File: src/rtl/seq_mult_pkg.sv
// seq_mult_pkg
// Shared definitions for the sequential shift-and-add multiplier:
//   state encoding for the controller FSM, operand/product widths and the
//   last value of the bit counter.
package seq_mult_pkg;

    localparam int OP_W   = 8;
    localparam int PROD_W = 16;

    localparam logic [2:0] COUNT_LAST = 3'd7;

    typedef enum logic [1:0] {
        IDLE = 2'd0,
        RUN  = 2'd1,
        DONE = 2'd2
    } state_t;

endpackage

File: src/rtl/seq_mult_ctrl_adder.sv
// adder_Sixteen_bit
// 16-bit ripple-carry adder used as the accumulate stage of the multiplier.
// Ports:
//   dataa, datab : 16-bit addends
//   sum          : 16-bit sum
//   cout         : carry out of bit 15
module adder_Sixteen_bit (
    input  logic [15:0] dataa,
    input  logic [15:0] datab,
    output logic [15:0] sum,
    output logic        cout
);

    logic [16:0] carry;

    // One full-adder cell per bit, carry rippling from bit 0 upward.
    always_comb begin
        carry    = '0;
        sum      = '0;
        carry[0] = 1'b0;
        for (int i = 0; i < 16; i++) begin
            sum[i]     = dataa[i] ^ datab[i] ^ carry[i];
            carry[i+1] = (dataa[i] & datab[i]) | (carry[i] & (dataa[i] ^ datab[i]));
        end
        cout = carry[16];
    end

endmodule

File: src/rtl/seq_mult_ctrl.sv
// seq_mult_ctrl
// Sequential 8x8 unsigned shift-and-add multiplier with an IDLE/RUN/DONE
// controller. One multiplier bit is consumed per clock in RUN.
// Parameters:
//   ZERO_SKIP : 1 = finish as soon as the remaining multiplier bits are zero
// Ports:
//   clk      : clock, rising edge
//   reset_n  : asynchronous active-low reset
//   start    : begin a multiply (only looked at in IDLE)
//   dataa    : multiplicand, captured when start is accepted
//   datab    : multiplier, captured when start is accepted
//   product  : registered result, held between operations
//   done     : one-cycle pulse when product has just been updated
//   busy     : high while in RUN or DONE
module seq_mult_ctrl
    import seq_mult_pkg::*;
#(
    parameter bit ZERO_SKIP = 1'b0
) (
    input  logic              clk,
    input  logic              reset_n,
    input  logic              start,
    input  logic [OP_W-1:0]   dataa,
    input  logic [OP_W-1:0]   datab,
    output logic [PROD_W-1:0] product,
    output logic              done,
    output logic              busy
);

    state_t              state;
    state_t              state_next;
    logic [PROD_W-1:0]   mcand;
    logic [OP_W-1:0]     mplier;
    logic [PROD_W-1:0]   acc;
    logic [2:0]          count;
    logic [PROD_W-1:0]   sum;
    logic [PROD_W-1:0]   acc_next;
    logic                finish;
    logic                cout_unused;

    // The carry out is never needed: 255*255 still fits in 16 bits.
    adder_Sixteen_bit u_adder (
        .dataa (acc),
        .datab (mcand),
        .sum   (sum),
        .cout  (cout_unused)
    );

    assign busy = (state != IDLE);

    // Next-state logic. With ZERO_SKIP a multiplier of 0 or 1 still spends
    // one RUN cycle, so done never appears sooner than one edge after accept.
    always_comb begin
        state_next = state;
        acc_next   = mplier[0] ? sum : acc;
        finish     = (count == COUNT_LAST) ||
                     (ZERO_SKIP && ((mplier >> 1) == '0));
        unique case (state)
            IDLE:    if (start) state_next = RUN;
            RUN:     if (finish) state_next = DONE;
            DONE:    state_next = IDLE;
            default: state_next = IDLE;
        endcase
    end

    // State, counter and datapath registers. product is written only on the
    // edge that enters DONE, so it keeps the old result throughout RUN.
    always_ff @(posedge clk or negedge reset_n) begin
        if (!reset_n) begin
            state   <= IDLE;
            mcand   <= '0;
            mplier  <= '0;
            acc     <= '0;
            count   <= '0;
            product <= '0;
            done    <= 1'b0;
        end else begin
            state <= state_next;
            done  <= 1'b0;
            unique case (state)
                IDLE: begin
                    if (start) begin
                        mcand  <= {{(PROD_W-OP_W){1'b0}}, dataa};
                        mplier <= datab;
                        acc    <= '0;
                        count  <= '0;
                    end
                end
                RUN: begin
                    acc    <= acc_next;
                    mcand  <= mcand << 1;
                    mplier <= mplier >> 1;
                    count  <= count + 3'd1;
                    if (finish) begin
                        product <= acc_next;
                        done    <= 1'b1;
                    end
                end
                default: begin
                end
            endcase
        end
    end

endmodule
File: config.mk
export PLATFORM = sky130hd
export DESIGN_NAME = seq_mult_ctrl
export DESIGN_NICKNAME = d
export VERILOG_FILES = /design/src/rtl/seq_mult_pkg.sv /design/src/rtl/seq_mult_ctrl_adder.sv /design/src/rtl/seq_mult_ctrl.sv
export SDC_FILE = /design/constraint.sdc
export NUM_CORES = 1
export LEC_CHECK = 0
export ABC_AREA = 1
export CORE_MARGIN = 2
export CORE_UTILIZATION = 50
export CTS_CLUSTER_DIAMETER = 50
export DETAILED_ROUTE_END_ITERATION = 8
export MAX_ROUTING_LAYER = met4
export PLACE_DENSITY = 0.76
export REMOVE_ABC_BUFFERS = 1
export SETUP_SLACK_MARGIN = 0.1
export SLEW_MARGIN = 20
export SYNTH_ARGS = -nofsm -noshare
export SYNTH_HDL_FRONTEND = slang
export SYNTH_SLANG_ARGS = --single-unit
File: constraint.sdc
create_clock -name clk -period 6.5 [get_ports clk]
set_clock_uncertainty 0.05 [all_clocks]
set_input_delay 0.65 -clock clk [delete_from_list [all_inputs] [get_ports clk]]
set_output_delay 0.65 -clock clk [all_outputs]
set_load 0.01 [all_outputs]
==> qor.yml <==
global_route:
  grt_max_degree: 63
  overflow: 0
  grt_pass1_vias: 2203
  use_met2_pct: 31.3
  met3_usage_pct: 4.89
  met1_usage_pct: 23.6
  grt_pass1_wl_um: 9560
  grt_usage_pct: 20.2
  grt.busiest_layer: "met2"
  antenna_found_initial: 0
yosys:
  seq_area_frac_synth_pct: 51.9
  yosysTopAreaCellShare_pct: 51.9
  ys_ff_latch: 62
  synth_xor_area_share_pct: 0
  ys_async_sr_fraction_pct: 100
  synth_most_common_cell: "nand2_1"
  syn_avg_cell_area_um2: 9.19
  ys_types: 19
  netlist_area_mm2: 0.00299
  synthMuxAreaShare_pct: 0
  synth.largest_area_cell: "dfrtp_1"
  synthSimpleGateAreaFrac_pct: 16.3
  synth_edf_count: 0
  synth-main-ff-cell: "dfrtp_1"
  synth-compound-area-share_pct: 12.0
  synth_common_cells: "nand2_1, dfrtp_1, inv_1, nor2_1, o21ai_0"
  ys_warn_count: 0
  synth_top_family_by_area: "simple AND/OR/NAND/NOR gates"
  synthTopCellsByArea: "dfrtp_1, nand2_1, fa_1, inv_1, o22ai_1"
  syn_inst: 325
  synthAdderAreaFrac_pct: 10.6
clocking:
  htree_levels: 3
  clock-sinks: 62
  worstSkewPairLatency_ns: 0.34
  cts_buffers: 9
  cts_tree: "built"
  clockRootBuffer: "clkbuf_8"
  clk_path_buf_depth: 2
  path_clk_slew_ns: 0.07
routing:
  dr.first_iter.drc_count: 131
  route.vias.total: 2194
  drtPass1Iterations: 4
  ant_nets: 0
  drt-total-wl_um: 5660
  vias_per_cell: 5.02
  drc: 0
  wl_per_cell_um: 13.0
placement:
  place_ws_ns: 0.140
  placed_area_mm2: 0.00333
  gp_congestion: 0.779
  dp_cells: 421
  dp_hpwl_um: 3600
  io_buffer_count: 36
setup_path:
  crit_path_end_kind: "flop"
  worst-path-max-fanout: 3
  cp.arrival_ns: 6.32
  required_ns: 6.65
  reg2reg_depth: 19
  rr_startpoint: "mcand[0]"
  r2r_end: "acc[14]"
  startpoint_type: "flop"
  critPathKind: "flop to flop"
  r2r_slack_ns: 0.33
sta:
  fin_tns_setup_ns: 0
  slew_violations: 0
  rsz0062_at_grt: "false"
  min_period_over_period_pct: 95.0
  max_freq_mhz: 162
  tightest_slew_ns: 1.06
  worst_slack_ns: 0.328
  finalSetupViolCount: 0
  finalCriticalPeriod_ns: 6.17
  slew_headroom_pct: 29.5
  finalHoldViolCount: 0
  holdWs_ns: 0.412
layout:
  nNetsFinal: 394
  area_growth_pct: 18.0
  diodes: 0
  fin_area_mm2: 0.00353
  final_core_util_pct: 60.3
  drive_gt1_share_pct: 7.73
  fin_cells: 437
power:
  finalPower_mw: 1.85
  ir_drop_mv: 0.193
  cellPowerDensity_mw_per_mm2: 525
  p_leak_nw: 1.69
status:
  outcome: "complete, no violations"
floorplanning:
  coreArea_mm2: 0.00585
  dieHeight_um: 81.3
  rows: 28
  die_w_um: 81.3
  dieArea_mm2: 0.00661
  initial_utilization_pct: 51.1
  io_pins: 37
flow_run:
  max_cap_viol_count: 0
min_path:
  hp-class: "primary input to async pin"
==> cell usage in the layout, fill, tap and decap left out <==
cell type | Yosys | layout
a21oi_2 | 0 | 1
nand2_4 | 3 | 3
clkbuf_1 | 0 | 3
dfrtp_1 | 62 | 62
nand3_1 | 3 | 3
inv_1 | 38 | 38
clkdlybuf4s50_1 | 0 | 35
nand4_1 | 1 | 1
o21ai_0 | 21 | 21
ha_1 | 3 | 3
inv_4 | 1 | 1
buf_2 | 9 | 1
clkbuf_8 | 0 | 11
clkinv_2 | 0 | 1
clkinv_4 | 1 | 1
nand2_1 | 87 | 87
nor2_1 | 28 | 28
o22ai_1 | 18 | 18
fa_2 | 0 | 6
buf_4 | 3 | 2
o21ai_1 | 13 | 13
a21oi_1 | 15 | 14
fa_1 | 14 | 8
inv_2 | 1 | 1
==> kinds of logic (layout without fill, tap and decap cells) <==
kind of cell | after synthesis | count (layout)
fa+ha+maj | 17 | 17
compound gates | 67 | 67
flops | 62 | 62
simple gates | 122 | 122
buf+inv | 57 | 94
==> sequential cells by signal (all words and copies together), names as in the netlist <==
signal / flops
acc: 16
mcand: 16
product: 16
mplier: 8
count: 3
state: 2
done: 1
==> per-layer routing <==
metal,routed length [um],up-vias
met2,2810,46
met4,119,0
met5,0,-
met1,2530,1053
met3,203,9
li1,-,1086
==> how the worst max path moves through the flow <==
stage                     startpoint          end  cells after the start
after floorplan             mcand[0]      acc[14]                     19
after detailed placement    mcand[0]      acc[14]                     19
final                       mcand[0]      acc[14]                     19
after global routing        mcand[0]  product[15]                     24
after CTS                   mcand[0]      acc[14]                     19
after global placement      mcand[0]      acc[14]                     19
==> area by class of cell <==
class                   count  area [um2]
fillers                   492        2320
flip-flops and latches     62        1550
multi-input cells         206        1180
repair buffers             38         370
clock buffers              14         163
inverters                  41         161
well taps                  75        93.8
clock inverters             1        5.00
==> where the power goes <==
group | switching (mW) | leakage (nW) | internal, mW
logic | 0.491 | 0.838 | 0.375
clock network | 0.139 | 0.0865 | 0.157
registers | 0.118 | 0.769 | 0.569
total | 0.748 | 1.69 | 1.10
==> worst max-delay path, cell delays in order, from the launching register on <==
cell and delay [ns]:
dfrtp_1 0.37, ha_1 0.15, inv_1 0.05, fa_1 0.39, fa_2 0.36, fa_2 0.35
fa_2 0.35, fa_1 0.39, fa_2 0.36, fa_1 0.38, fa_1 0.41, fa_2 0.36
fa_1 0.38, fa_1 0.38, fa_1 0.36, inv_1 0.08, fa_1 0.18, fa_2 0.44
a21oi_2 0.15, o22ai_1 0.09
==> what timing repair did <==
action / 4_1_cts / 5_1_grt
setup buffers: 0 / 1
setup endpoints to repair: 0 / 6
hold buffers: 0 / 0
resized for setup: 0 / 7
(Power assumes the default switching activity.)
==> RTL change 1, RTL diff (same flow settings) <==
Reset style: synchronous (`reset_n`), changed in one clocked block. Comments in the files are not updated.
--- a/src/rtl/seq_mult_ctrl.sv
+++ b/src/rtl/seq_mult_ctrl.sv
@@ -65,7 +65,7 @@
 
     // State, counter and datapath registers. product is written only on the
     // edge that enters DONE, so it keeps the old result throughout RUN.
-    always_ff @(posedge clk or negedge reset_n) begin
+    always_ff @(posedge clk) begin
         if (!reset_n) begin
             state   <= IDLE;
             mcand   <= '0;
Formal check against the unedited RTL: differs if reset_n is asserted again (counterexample within 4 cycles, from zero or initial values and one cycle with reset_n low); with reset_n held inactive, the same outputs for 4 cycles.
==> RTL change 1 against the unedited design <==
Setup slack gained 0.068 ns. Wire length grew 6.2%. Cell count grew 8.2%. Sequential cell count is the same. Global-route usage grew 1.3 points. Maximum frequency grew 1.1%. Area after synthesis shrank 2.3%. Core utilization grew 1.1 points. Final area shrank 2.9%.
Power is not compared: it rests on default switching activity, and its combinational part moved more than twofold at a synthesized area within 25%.
==> RTL change 1: results (changes against the unedited design) <==
Pin count of the biggest net entering global routing = 37 (-41%)
Syn avg cell area = 7.911 um^2 (-14%)
Area post-placement = 0.003258 mm^2 (-2.2%)
Clock buffers = 13 (-1)
Status = finished, final reports clean
Pre-CTS setup slack = 0.1208 ns (-0.01892 ns)
Vias/cell = 5.182 (+3.2%)
Synth Area in Compound Gates = 0.1749 (+0.05512)
NonClk Buf Share = 0.1075 (+0.002417)
Post-synthesis sequential area ratio = 0.4252 (-0.09406)
Placer Congestion = 0.8556 (+9.9%)
GR met2 Demand/Resource = 0.3633 (+0.05022)
Layout cell share with drive strength beyond 1 = 0.07481 (-0.002535)
Signal buffers = 37 (-2.6%)
Adder-cell share of the synthesized area = 0.1089 (+0.002508)
Multi-input gate share of total cell area = 0.3973 (+0.06231)
Final Core Density = 0.6141 (+0.01149)
Top cells by count, synth = nand2_1 (76), dfxtp_1 (62), inv_1 (53)
Critical path's slowest cell = fa_1
Final worst slack = 0.3961 ns (+0.06796 ns)
Placed Cells = 458 (+8.8%)
First-pass GRT wire length = 10280 um (+7.6%)
Nets@finish = 433 (+9.9%)
Data arrival, critical path = 6.28 ns (-0.04 ns)
Hold Crit Class = reg -> reg
Iteration-0 DRC Markers = 153 (+17%)
Vias in the first global route = 2349 (+6.6%)
Met1 Usage GRT = 0.2416 (+0.005637)
GRT Overall Usage = 0.2150 (+0.01287)
Met3 global-route usage = 0.07640 (+0.02752)
Fillcell total = 515 (+4.7%)
Wire per inst = 12.72 um (-1.9%)
Inverters = 56 (+37%)
Storage element area = 0.001241 mm^2 (-20%)
Final Power = 745.7 uW
Final non-filler cell total = 473 (+8.2%)
## RTL change 1: cell types whose count changed after synthesis, sizes merged, moves of 14 or more
| cell | unedited run | this run |
|---|---|---|
| nand3 | 3 | 17 |
| a21oi | 15 | 32 |
| o21ai | 34 | 49 |
| dfxtp | 0 | 62 |
| dfrtp | 62 | 0 |
| inv | 40 | 56 |
## RTL change 1: path summary, 6_finish.rpt
kind	depth (start not counted)	from	end
setup / recovery	21	mcand[0]$_SDFFE_PN0P_	acc[14]$_SDFFE_PN0P_
hold / removal	2	count[1]$_SDFFE_PN0P_	count[1]$_SDFFE_PN0P_
setup reg to reg	21	mcand[0]$_SDFFE_PN0P_	acc[14]$_SDFFE_PN0P_
hold reg to reg	2	count[1]$_SDFFE_PN0P_	count[1]$_SDFFE_PN0P_
## RTL change 1: per-layer routing
layer	vias up	wire length, um
met5	-	0
met4	0	74
met3	12	303
met2	44	2930
met1	1165	2708
li1	1230	-
==> RTL change 2, RTL diff (config.mk and constraints unchanged) <==
Without the edit above. Change the package constant `OP_W` from 8 to 10.
--- a/src/rtl/seq_mult_pkg.sv
+++ b/src/rtl/seq_mult_pkg.sv
@@ -4,7 +4,7 @@
 //   last value of the bit counter.
 package seq_mult_pkg;
 
-    localparam int OP_W   = 8;
+    localparam int OP_W   = 10;
     localparam int PROD_W = 16;
 
     localparam logic [2:0] COUNT_LAST = 3'd7;
Interface: changed (resized dataa and datab); port bits go from 37 to 41. No check against the original RTL was run, so the function may have changed too.
==> RTL change 2 against the unedited design <==
Global-route usage grew 0.51 points. Largest cell class unchanged. Power grew 11%. Sequential cell count rose by 2. Die area grew 2.7%. Count of clock-buffer cells in the layout down 4. Final area is 6.6% higher. Critical path depth increased by 2. Hold slack better by 0.0082 ns. Wire length grew 11%. Largest power group unchanged. Area after synthesis increased by 2.9%. Setup slack worse by 0.036 ns.
==> RTL change 2: results (changes against the unedited design) <==
Critical path's slowest cell = fa_1
Top cells by count, synth = nand2_1 (115), dfrtp_1 (64), inv_1 (35)
Adder-cell share of the synthesized area = 0.1034 (-0.002987)
Clock power share = 0.186 (+0.026)
Grt total ovfl = 0 (unchanged)
Met1 Usage GRT = 0.2864 (+0.05045)
CTS buffer count = 9 (unchanged)
Top Registers = acc (16), mcand (16), product (16)
Fillcell total = 490 (-0.41%)
Final Power = 2050 uW (+11%)
DR vias = 2340 (+6.7%)
Worst slew pin tran = 0.9985 ns (-0.05854 ns)
Sequential power = 706 uW (+3%)
First-pass GRT wire length = 10200 um (+6.7%)
I/O Buffers = 40 (+11%)
Pin count of the biggest net entering global routing = 65 (+3.2%)
Status = finished, final reports clean
Max IR drop VDD = 0.2554 mV (+32%)
N_diodes = 0 (unchanged)
WL met3 = 227 um (+12%)
Placed Cells = 444 (+5.5%)
FF-to-FF setup slack = 0.29 ns (-0.04 ns)
Nets@finish = 422 (+7.1%)
Total iterations of the first detailed-routing run = 4 (unchanged)
Met3 global-route usage = 0.03696 (-0.01193)
FF-to-FF End = acc[14]$_DFFE_PN0P_
Placer Congestion = 0.7782 (about the same)
Pre-CTS setup slack = 0.01856 ns (-0.1212 ns)
Layout cell share with drive strength beyond 1 = 0.08786 (+0.01051)
CP peak stage delay = 0.41 ns (-0.03 ns)
Sw Pwr = 822.4 uW (+9.9%)
Cells after Synth = 344 (+5.8%)
Vias in the first global route = 2150 (-2.4%)
Data arrival, critical path = 6.35 ns (+0.03 ns)
Worst hold slack = 0.4203 ns (+0.008219 ns)
Cell family with most CP delay = adder cells
GR met2 Demand/Resource = 0.3024 (-0.01070)
Iteration-0 DRC Markers = 149 (+14%)
Crit Path Max Fanout = 2 (-1)
Worst r2r path cells = 21 (+2)
Hold Crit Class = reg -> reg
DP HPWL = 4062 um (+13%)
Synth Area in Compound Gates = 0.1123 (-0.007433)
Post-synthesis sequential area ratio = 0.5210 (+0.001698)
Top cells by area, synth = dfrtp_1 (52%), nand2_1 (14%), fa_1 (9.1%), inv_1 (4.3%), o21ai_1 (3.7%)
Final non-filler cell total = 462 (+5.7%)
WL final = 6278 um (+11%)
Root buf cell = clkbuf_8
Leak = 0.001812 uW (+6.9%)
Routed met1 length = 2839 um (+12%)
Area post-placement = 0.003490 mm^2 (+4.7%)
Metal2 WL = 3079 um (+9.4%)
Synth unique cells = 22 (+3)
GRT Overall Usage = 0.2073 (+0.005132)
[RTL change 2: cell types whose count changed in the layout (fill, tap and decap cells not counted), sizes merged, moves of 4 or more]
cell and delta:
nand2 +28, nor2 -11, o22ai -10, o211ai +8, nand3 +6, clkbuf -4, clkdlybuf4s50 +4
[RTL change 2: area by class of cell]
| type | instances | area [um^2] | share of cell area |
|---|---|---|---|
| Clock buffer | 10 | 137.6 | 0.03663 |
| Clock inverter | 6 | 82.58 | 0.02198 |
| Inverter | 39 | 147.6 | 0.03929 |
| Multi-Input combinational cell | 225 | 1256 | 0.3343 |
| Sequential cell | 64 | 1602 | 0.4262 |
| Tap cell | 75 | 93.84 | 0.02498 |
| Timing Repair Buffer | 43 | 437.9 | 0.1166 |
[RTL change 2: repair_timing]
item / CTS / global route
hold buffers: 0 / 0
setup buffers: 0 / 1
resized for setup: 2 / 4
setup endpoints to repair: 2 / 6
[RTL change 2: cells by family after synthesis]
group	Yosys count
buf+inv	55
flops	64
simple gates	145
fa+ha+maj	17
compound gates	63
